--- src/rtl/cpu_lsu_align.sv ---
// Purpose : load/store alignment between memory stage and a word-only data cache.
// Latency : load / word store = cache latency + 1; sub-word store = read + 1 gap + write + 1.
// Backpress: one access in flight; o_ready held until i_request drops; waits on i_dc_ready.
//
// Ports:
//   i_clock, i_reset          clock, synchronous active-high reset
//   i_request/o_ready         memory-stage handshake (o_ready = i_request && DONE)
//   i_rw, i_address, i_width, i_signed, i_wdata   access operands (latched on accept)
//   o_rdata, o_fault          registered load result and misalignment flag
//   o_dc_*/i_dc_*             word-aligned data cache request/ready port
//
// Optional feature macro: CPU_LSU_FAULT_EN (misaligned half/word accesses fault
// instead of being silently aligned down).
module cpu_lsu_align (
   input  logic        i_clock,
   input  logic        i_reset,
   input  logic        i_request,
   input  logic        i_rw,
   input  logic [31:0] i_address,
   input  logic [1:0]  i_width,
   input  logic        i_signed,
   input  logic [31:0] i_wdata,
   output logic        o_ready,
   output logic [31:0] o_rdata,
   output logic        o_fault,
   output logic        o_dc_rw,
   output logic        o_dc_request,
   input  logic        i_dc_ready,
   output logic [31:0] o_dc_address,
   input  logic [31:0] i_dc_rdata,
   output logic [31:0] o_dc_wdata
);

   typedef enum logic [2:0] {IDLE, RD, RMW_RD, RMW_GAP, WR, DONE} state_t;

   state_t      r_state, w_state_nxt;
   logic [1:0]  r_addr, w_addr_nxt;       // byte lane of the accepted access
   logic [1:0]  r_width, w_width_nxt;
   logic        r_signed, w_signed_nxt;
   logic [15:0] r_wdata, w_wdata_nxt;     // only sub-word stores need it later
   logic [31:0] w_rdata_nxt;
   logic        w_fault_nxt;
   logic        w_dc_rw_nxt;
   logic        w_dc_request_nxt;
   logic [31:0] w_dc_address_nxt;
   logic [31:0] w_dc_wdata_nxt;

   // Request-side decode (raw inputs, used only in IDLE).
   logic       w_in_half;
   logic       w_in_word;
   logic [1:0] w_addr_lo;
   logic       w_misaligned;

   assign w_in_half = (i_width == 2'd1);
   assign w_in_word = i_width[1];          // width 3 behaves as word

   // Halves ignore addr[0] and words ignore addr[1:0]; in the fault build the
   // misaligned cases never reach the cache, so the forcing is harmless there.
   assign w_addr_lo = w_in_word ? 2'b00 :
                      w_in_half ? {i_address[1], 1'b0} : i_address[1:0];

`ifdef CPU_LSU_FAULT_EN
   assign w_misaligned = (w_in_half && i_address[0]) || (w_in_word && (i_address[1:0] != 2'b00));
`else
   assign w_misaligned = 1'b0;
`endif

   // Lane handling on latched operands.
   logic        w_is_byte;
   logic        w_is_half;
   logic [4:0]  w_shamt;
   logic [31:0] w_lane;
   logic [31:0] w_load_ext;
   logic [31:0] w_mask;
   logic [31:0] w_merge;

   assign w_is_byte = (r_width == 2'd0);
   assign w_is_half = (r_width == 2'd1);
   assign w_shamt   = w_is_byte ? {r_addr, 3'b000} :
                      w_is_half ? {r_addr[1], 4'b0000} : 5'd0;
   assign w_lane    = i_dc_rdata >> w_shamt;

   always_comb begin
      w_load_ext = i_dc_rdata;
      if (w_is_byte)
         w_load_ext = {{24{r_signed & w_lane[7]}}, w_lane[7:0]};
      else if (w_is_half)
         w_load_ext = {{16{r_signed & w_lane[15]}}, w_lane[15:0]};
   end

   // Store merge: replace only the addressed lane(s) of the word just read.
   assign w_mask  = (w_is_byte ? 32'h0000_00FF : 32'h0000_FFFF) << w_shamt;
   assign w_merge = (i_dc_rdata & ~w_mask) | (({16'h0000, r_wdata} << w_shamt) & w_mask);

   always_comb begin
      w_state_nxt      = r_state;
      w_addr_nxt       = r_addr;
      w_width_nxt      = r_width;
      w_signed_nxt     = r_signed;
      w_wdata_nxt      = r_wdata;
      w_rdata_nxt      = o_rdata;
      w_fault_nxt      = o_fault;
      w_dc_rw_nxt      = o_dc_rw;
      w_dc_request_nxt = o_dc_request;
      w_dc_address_nxt = o_dc_address;
      w_dc_wdata_nxt   = o_dc_wdata;
      case (r_state)
         IDLE: begin
            if (i_request) begin
               w_addr_nxt   = w_addr_lo;
               w_width_nxt  = i_width;
               w_signed_nxt = i_signed;
               w_wdata_nxt  = i_wdata[15:0];
               w_fault_nxt  = 1'b0;
               if (w_misaligned) begin
                  w_fault_nxt = 1'b1;
                  w_rdata_nxt = 32'h0;
                  w_state_nxt = DONE;
               end else begin
                  w_dc_address_nxt = {i_address[31:2], 2'b00};
                  w_dc_request_nxt = 1'b1;
                  if (!i_rw) begin
                     w_dc_rw_nxt = 1'b0;
                     w_state_nxt = RD;
                  end else if (w_in_word) begin
                     w_dc_rw_nxt    = 1'b1;
                     w_dc_wdata_nxt = i_wdata;
                     w_state_nxt    = WR;
                  end else begin
                     w_dc_rw_nxt = 1'b0;
                     w_state_nxt = RMW_RD;
                  end
               end
            end
         end
         RD: begin
            if (i_dc_ready) begin
               w_rdata_nxt      = w_load_ext;
               w_dc_request_nxt = 1'b0;
               w_state_nxt      = DONE;
            end
         end
         RMW_RD: begin
            if (i_dc_ready) begin
               w_dc_wdata_nxt   = w_merge;
               w_dc_request_nxt = 1'b0;
               w_state_nxt      = RMW_GAP;
            end
         end
         RMW_GAP: begin
            // One idle cycle lets the cache drop its level-style ready.
            w_dc_rw_nxt      = 1'b1;
            w_dc_request_nxt = 1'b1;
            w_state_nxt      = WR;
         end
         WR: begin
            if (i_dc_ready) begin
               w_dc_request_nxt = 1'b0;
               w_dc_rw_nxt      = 1'b0;
               w_state_nxt      = DONE;
            end
         end
         DONE: begin
            if (!i_request)
               w_state_nxt = IDLE;
         end
         default: w_state_nxt = IDLE;
      endcase
   end

   always_ff @(posedge i_clock) begin
      if (i_reset) begin
         r_state      <= IDLE;
         r_addr       <= 2'b00;
         r_width      <= 2'b00;
         r_signed     <= 1'b0;
         r_wdata      <= 16'h0;
         o_rdata      <= 32'h0;
         o_fault      <= 1'b0;
         o_dc_rw      <= 1'b0;
         o_dc_request <= 1'b0;
         o_dc_address <= 32'h0;
         o_dc_wdata   <= 32'h0;
      end else begin
         r_state      <= w_state_nxt;
         r_addr       <= w_addr_nxt;
         r_width      <= w_width_nxt;
         r_signed     <= w_signed_nxt;
         r_wdata      <= w_wdata_nxt;
         o_rdata      <= w_rdata_nxt;
         o_fault      <= w_fault_nxt;
         o_dc_rw      <= w_dc_rw_nxt;
         o_dc_request <= w_dc_request_nxt;
         o_dc_address <= w_dc_address_nxt;
         o_dc_wdata   <= w_dc_wdata_nxt;
      end
   end

   assign o_ready = i_request && (r_state == DONE);

endmodule
--- config.mk ---
export PLATFORM = sky130hd
export DESIGN_NAME = cpu_lsu_align
export DESIGN_NICKNAME = d
export VERILOG_FILES = /design/src/rtl/cpu_lsu_align.sv
export SDC_FILE = /design/constraint.sdc
export NUM_CORES = 1
export LEC_CHECK = 0
export ABC_AREA = 1
export CORE_AREA = 2 2 123 125
export DETAILED_ROUTE_END_ITERATION = 8
export DIE_AREA = 0 0 125 127
export MAX_ROUTING_LAYER = met4
export PLACE_DENSITY_LB_ADDON = 0.25
export SYNTH_ARGS = -nofsm -noshare
export SYNTH_HDL_FRONTEND = slang
export SYNTH_SLANG_ARGS = --single-unit
--- constraint.sdc ---
create_clock -name i_clock -period 1.75 [get_ports i_clock]
set_input_delay 0.175 -clock i_clock [delete_from_list [all_inputs] [get_ports i_clock]]
set_output_delay 0.175 -clock i_clock [all_outputs]
set_load 0.03 [all_outputs]
==> run summary, run 1 <==
Result of the run - finished, final reports clean
DIE HEIGHT - 127 um
Leading cell types in the layout, fill and taps excluded - 198 x clkdlybuf4s50_1, 192 x nand2_1, 119 x dfxtp_1, 116 x a21oi_1, 109 x nor2_1
Path type of the worst setup path - reg2out
Most numerous cell on the critical path - buf_4
Static power due to leakage - 0.00383 uW
Number of antenna repair diodes - 0
Worst min-delay path class - in2reg
Arr. time, crit path - 1.54 ns
Number of buffers inserted during clock tree synthesis - 17
Post-placement cell count - 1244
Maximum achievable frequency - 582 MHz
Commonest non-fill, non-tap cell in the layout - clkdlybuf4s50_1
Number of DRC violations after detailed routing - 0
Number of DRC markers after the initial detailed-route iteration - 358
Hold Buf Count CTS - 0
Number of distinct standard cells referenced by the synthesized netlist - 30
CTS tree - yes
Power, Total - 13500 uW
Layout-stage area growth over the synthesis result - 51.9%
Post-Synthesis Cell Area - 5880 um2
Number of top-level design ports - 204
Number of buffers between clock root and the deepest sink - 2
Peak VDD IR - 0.770 mV
Die Outline Area - 15900 um2
Total Nets Final - 1185
Number of H-tree branching levels - 4
Via density per instance - 5.14
Setup repair after global routing missed its margin - yes
Number of routed nets with antenna violations - 0
Max stage delay cell, worst path - dfxtp_4
FP Rows - 44
Final GP Congestion - 0.921
Max Cap Viol - 0
Total count of max-transition violations in the final report - 0
Remaining max-slew budget at the tightest pin - 66.3%
Post-detailed-route wirelength per cell - 15.6 um
Detailed-route wire length - 20.0 mm
Data required time at the worst endpoint - 1.57 ns
Clk slew on worst S/H paths - 0.05 ns
Type of origin of the critical path - flip-flop
Number of inserted filler cells in the final layout - 1370
Starting utilization of the core area - 40.8%
Overall Global Routing Usage - 25.6%
Setup Viol. Count Final - 0
Number of standard cells in the final layout excluding fillers - 1278
Final Cycle Share - 98.2%
Insertion delay to the later sink of the worst-skew pair - 0.43 ns
Avg Cell Area, Syn - 6.68 um2
Critical Path Max Stage Delay - 0.40 ns
Horizontal extent of the die - 125 um
Total global routing overflow - 0
Pin count of the biggest net entering global routing - 74
Critical Path, Cell by Cell - inv_1 > buf_4 > nor3_4 > buf_4 > buf_12
Fin. Hold Viols - 0
Layout Skew - 0.0113 ns
Share of final-layout standard cells stronger than drive strength 1 - 9.14%
Number of register bits inferred by synthesis - 120
Share of synthesized area occupied by flip-flops and latches - 40.9%
Power per cell area - 1510 nW/um2
Vias in the first global route - 6178
Via Count - 6575
Final critical-path required period - 1.72 ns
YS warnings - 0
Port Buffer Count - 200
Root Buffer - clkbuf_16
Slew at the pin closest to its max-slew limit - 0.505 ns
Kind of capture point of the worst setup path - primary output
Number of detailed-routing iterations run before antenna repair - 5
Cell count after synthesis - 880
Estimated wirelength of the detail-placed design - 14.2 mm
First-pass GRT wire length - 31.5 mm
Max Fanout on Critical Path - 7
Initial antenna violation count - 0
Core region area - 14400 um2
Number of clock sinks seen by CTS - 120
[kinds of logic after synthesis]
| kind of cell | synth area share, % |
|---|---|
| compound gates | 24.0 |
| flops | 40.9 |
| simple gates | 24.4 |
| buf+inv | 10.7 |
| other cells | 0.0638 |
[stage by stage]
step           cell area (um2)  util, %  setup slack, ns  hold slack, ns  TNS (ns)
2_1_floorplan             5890        -            0.180           0.318         0
3_3_place_gp              8210     56.9           0.0667           0.444         0
3_5_place_dp              8210     56.9           0.0406           0.446         0
4_1_cts                   8870     61.5          0.00796           0.290         0
5_1_grt                   8930     61.9          -0.0412           0.312   -0.0412
6_report                  8930     61.9           0.0314           0.288         0
[report_power, final]
part           switching (uW)  total [uW]  internal, uW
clock                    1280        3880          2590
combinational            3530        5820          2290
sequential                400        3810          3410
total                    5210       13500          8290
[layout make-up]
cell class | count | area [um2] | area share (%)
Tap cell | 184 | 230 | 2.58
Clock inverter | 12 | 198 | 2.21
Timing Repair Buffer | 240 | 2430 | 27.2
Sequential cell | 120 | 2410 | 26.9
Clock buffer | 20 | 457 | 5.11
Multi-Input combinational cell | 617 | 2890 | 32.3
Inverter | 85 | 323 | 3.61
[cells in the mapped netlist]
| master | n | area share (%) |
|---|---|---|
| a21oi_1 | 116 | 9.9 |
| dfxtp_1 | 120 | 41 |
| nand2_1 | 194 | 12 |
| o21ai_1 | 9 | 0.77 |
| buf_2 | 20 | 1.7 |
| buf_4 | 8 | 1.0 |
| conb_1 | 1 | 0.064 |
| nor2_1 | 109 | 7.0 |
| buf_6 | 4 | 0.77 |
| nand3_1 | 29 | 2.5 |
| inv_2 | 6 | 0.38 |
| nand4_1 | 1 | 0.11 |
| o211ai_1 | 30 | 3.8 |
| buf_1 | 1 | 0.064 |
| a21oi_2 | 2 | 0.30 |
| nor2_2 | 1 | 0.11 |
| o21ai_0 | 102 | 8.7 |
| nor2_4 | 2 | 0.38 |
| a211oi_1 | 1 | 0.13 |
| clkinv_1 | 1 | 0.064 |
| o211a_1 | 1 | 0.17 |
| nand2_2 | 7 | 0.74 |
| nor3_4 | 1 | 0.28 |
| a31oi_1 | 2 | 0.21 |
| inv_1 | 78 | 5.0 |
| nand2_4 | 2 | 0.38 |
| nand3_2 | 1 | 0.17 |
| nor3_1 | 2 | 0.17 |
| nand3b_1 | 2 | 0.26 |
| clkbuf_1 | 27 | 1.7 |
[layer usage]
layer	share of wire [%]	vias to the layer above	track usage, %	wire, um
li1	-	3259	-	-
met2	45	295	39.2	9070
met4	3.4	0	10.6	675
met3	7.0	42	6.24	1410
met5	0	-	-	0
met1	44	2979	32.5	8850
[state kept, by name, summed over array words and instances (netlist names)]
register,flops
r_width,2
r_addr,2
r_wdata,16
o_dc_request,1
r_state,3
o_dc_address,30
o_rdata,32
r_signed,1
o_dc_wdata,32
o_dc_rw,1
[timing repair]
item / in CTS / in global routing
pin swaps: 1 / 0
setup buffers: 0 / 1
cloned: 0 / 1
endpoints found under the setup margin: 1 / 21
resized for setup: 3 / 5
[critical path: cells and delay by family, from the launching register on]
kind,cells,cell delay (ns)
flops,1,0.40
simple gates,1,0.21
buf+inv,4,0.52
[final timing paths]
path	startpoint	endpoint	slack, ns	depth (start not counted)
setup / recovery	r_state[2]$_SDFFE_PP0P_	o_ready	0.03	5
hold / removal	i_reset	r_state[2]$_SDFFE_PP0P_	0.29	5
setup reg to reg	r_width[1]$_SDFFE_PP0P_	o_dc_wdata[17]$_SDFFE_PP0P_	0.11	8
hold reg to reg	r_wdata[15]$_SDFFE_PP0P_	r_wdata[15]$_SDFFE_PP0P_	0.46	2
Power figures use the tool's default switching activity.
==> inputs of run 2 (changes only) <==
--- a/config.mk
+++ b/config.mk
@@ -5,10 +5,10 @@
 export SDC_FILE = /design/constraint.sdc
 export NUM_CORES = 1
 export LEC_CHECK = 0
-export ABC_AREA = 1
-export CORE_AREA = 2 2 123 125
+export ABC_AREA = 0
+export CORE_AREA = 2 2 119 121
 export DETAILED_ROUTE_END_ITERATION = 8
-export DIE_AREA = 0 0 125 127
+export DIE_AREA = 0 0 121 123
 export MAX_ROUTING_LAYER = met4
 export PLACE_DENSITY_LB_ADDON = 0.25
 export SYNTH_ARGS = -nofsm -noshare
==> run 2 against run 1 <==
  * Routed wire length shrank 4.1%
  * Clock skew shrank 0.0033 ns
  * Flip-flop and latch count is the same
  * Worst setup slack lost 0.0074 ns
  * Non-clock buffer count grew 13
  * Combinational power shrank 64%
  * Clock-buffer cell count grew 5
  * Largest cell class unchanged
  * Sequential power shrank 18%
  * Critical endpoint is now o_dc_wdata[25]$_SDFFE_PP0P_
  * Via count shrank 9.8%
  * Highest routed layer unchanged
  * Critical path type is now reg2reg
  * Maximum frequency shrank 0.43%
  * Core utilization grew 1.5 points
  * First-iteration DRC count shrank 7.8%
==> run summary, run 2 <==
Layout Skew - 0.00800 ns
Largest registers - o_dc_wdata (32), o_rdata (32), o_dc_address (30)
Main synth FF type - dfxtp_1
Leading cell types in the layout, fill and taps excluded - 198 x clkdlybuf4s50_1, 177 x nand2_1, 118 x dfxtp_1, 102 x a21oi_1
Max Cap Viol - 0
Horizontal extent of the die - 121 um
FF-to-FF path depth - 6
Total Neg Setup Slack - 0 ns
FP Rows - 43
Post-detailed-route wirelength per cell - 17.4 um
Sequential cell area - 2400 um2
Static power due to leakage - 0.00320 uW
Path type of the worst setup path - reg2reg
Via density per instance - 5.38
Avg Cell Area, Syn - 7.88 um2
Number of routed nets with antenna violations - 0
First-pass GRT wire length - 29.6 mm
Fin. Hold Viols - 0
Capturing point of the worst reg2reg path - o_dc_wdata[25]$_SDFFE_PP0P_
Number of H-tree branching levels - 4
Total Nets Final - 1014
Root Buffer - clkbuf_16
Clk slew on worst S/H paths - 0.06 ns
Pin count of the biggest net entering global routing - 43
Share of synthesized area occupied by flip-flops and latches - 43.9%
Result of the run - finished, final reports clean
Insertion delay to the later sink of the worst-skew pair - 0.42 ns
Data required time at the worst endpoint - 2.06 ns
Cell count after synthesis - 695
Reg-to-reg setup timing slack - 0.02 ns
Switch Pwr - 2560 uW
Setup repair after global routing missed its margin - yes
Share of synthesized flip-flops with an asynchronous set or reset - 0%
Initial antenna violation count - 0
Port Buffer Count - 200
Library cell with the largest summed area after synthesis - dfxtp_1
Share of final-layout standard cells stronger than drive strength 1 - 13.5%
Via Count - 5929
Overall Global Routing Usage - 26.4%
Part of the total power dissipated in the clock network - 42.4%
Launch instance of the worst min-delay path - i_reset
Peak VDD IR - 0.710 mV
Most repeated cell in the gate-level netlist after synthesis - nand2_1
Core region area - 13600 um2
Proportion of power drawn by combinational gates - 23.3%
Number of top-level design ports - 204
Cell internal pwr - 6550 uW
Power per cell area - 1060 nW/um2
Final Cycle Share - 98.6%
Number of DRC violations after detailed routing - 0
Top cells by count, synth - 178 x nand2_1, 120 x dfxtp_1, 102 x a21oi_1
Number of clock sinks seen by CTS - 120
Post-Synthesis Cell Area - 5480 um2
Number of distinct standard cells referenced by the synthesized netlist - 46
Remaining max-slew budget at the tightest pin - 66.7%
Sequential share of power - 34.4%
Number of DRC markers after the initial detailed-route iteration - 330
Vias in the first global route - 5620
Portion of synthesized cell area occupied by the leading cell type - 43.9%
Cell depth of the worst hold path - 3
Final GP Congestion - 0.911
Starting utilization of the core area - 40.2%
Worst slack on hold paths - 0.226 ns
Number of antenna repair diodes - 0
Layout-stage area growth over the synthesis result - 57.6%
Slew at the pin closest to its max-slew limit - 0.498 ns
Final critical-path required period - 1.73 ns
Setup Viol. Count Final - 0
CTS tree - yes
Total global routing overflow - 0
Hold Buf Count CTS - 0
Crit. Startpoint - r_addr[0]$_SDFFE_PP0P_
Main area contributors after synthesis - dfxtp_1 44%, nand2_1 12%, a21oi_1 9.3%
Max Fanout on Critical Path - 12
Sw Ratio - 28.1%
YS warnings - 0
DIE HEIGHT - 123 um
Number of inserted filler cells in the final layout - 1171
Number of buffers inserted during clock tree synthesis - 17
Arr. time, crit path - 2.03 ns
Number of enable-type register cells in the synthesized netlist - 0
Worst min-delay path class - in2reg
Type of origin of the critical path - flip-flop
Kind of capture point of the worst setup path - flip-flop
Maximum achievable frequency - 579 MHz
Commonest non-fill, non-tap cell in the layout - clkdlybuf4s50_1
Total count of max-transition violations in the final report - 0
Estimated wirelength of the detail-placed design - 14.5 mm
Number of buffers between clock root and the deepest sink - 2
Number of detailed-routing iterations run before antenna repair - 7
Worst-case hold path end point - o_dc_wdata[23]$_SDFFE_PP0P_
Launch point of the worst reg-to-reg path - r_addr[0]$_SDFFE_PP0P_
Number of register bits inferred by synthesis - 120
Detailed-route wire length - 19.2 mm
Die Outline Area - 14900 um2
Area occupied by multi-input gates - 2820 um2
-- run 2: final cells by class --
class	count	share of cell area (%)
timing repair buffer	253	28.8
clock inverter	7	1.57
tap	180	2.61
multi-input combinational	510	32.7
sequential	120	27.9
clock buffer	25	6.09
inverter	8	0.348
-- run 2: power by group through the flow --
stage          clock, uW  combinational (uW)  sequential (uW)
6_report            3860                2120             3130
5_1_grt             4040                2270             3160
4_1_cts             3890                2100             3130
3_5_place_dp           0                2080             3190
3_3_place_gp           0                2060             3170
2_1_floorplan          0                 776             3490
-- run 2: metal layers --
| layer | GRT usage [%] | vias up | routed length (um) |
|---|---|---|---|
| met5 | - | - | 0 |
| met3 | 5.03 | 43 | 1140 |
| met2 | 42.1 | 247 | 9020 |
| li1 | - | 2873 | - |
| met4 | 10.6 | 0 | 558 |
| met1 | 33.0 | 2766 | 8450 |
-- run 2: worst max-delay path by stage --
| stage | slack (ns) | depth (start not counted) | end |
|---|---|---|---|
| finish | 0.02 | 6 | o_dc_wdata[25]$_SDFFE_PP0P_ |
| global route | -0.02 | 6 | o_dc_wdata[24]$_SDFFE_PP0P_ |
| CTS | 0.02 | 5 | o_dc_wdata[2]$_SDFFE_PP0P_ |
| detailed placement | -0.33 | 7 | o_dc_wdata[23]$_SDFFE_PP0P_ |
| global placement | -0.30 | 7 | o_dc_wdata[23]$_SDFFE_PP0P_ |
| floorplan | 0.09 | 6 | o_dc_wdata[24]$_SDFFE_PP0P_ |
-- run 2: stage by stage --
| stage | power, uW | std cells | util, % | worst slack (ns) | cell area, um2 |
|---|---|---|---|---|---|
| 2_1_floorplan | 4270 | 697 | - | 0.0872 | 5480 |
| 3_3_place_gp | 5230 | 1069 | 58.1 | -0.299 | 7920 |
| 3_5_place_dp | 5270 | 1069 | 58.1 | -0.330 | 7920 |
| 4_1_cts | 9120 | 1101 | 63.0 | 0.0162 | 8580 |
| 5_1_grt | 9460 | 1103 | 63.4 | -0.0243 | 8630 |
| 6_report | 9110 | 1103 | 63.4 | 0.0240 | 8630 |
-- run 2: logic make-up (layout without fill, tap and decap cells) --
group                    Yosys count  after routing  share of synthesized area (%)
AND/OR/NAND/NOR                  241            241                           18.0
AO/OA/AOI/OAI                    239            239                           27.9
flip-flops                       120            120                           43.9
buffers and inverters             67            293                           5.23
multiplexers                      26             26                           4.80
adder cells (fa/ha/maj)            1              1                          0.183
other                              1              3                         0.0685
-- run 2: repair_timing --
item                       CTS  global route
buffers inserted             0             2
setup endpoints to repair    0            27
gates resized for setup      0             9
-- run 2: critical path, stage by stage (launching register included) --
cell and delay [ns]:
dfxtp_1 0.43, nand2b_4 0.11, nor2_1 0.11, buf_4 0.24
mux2i_1 0.33, a21oi_1 0.15, o221a_2 0.25
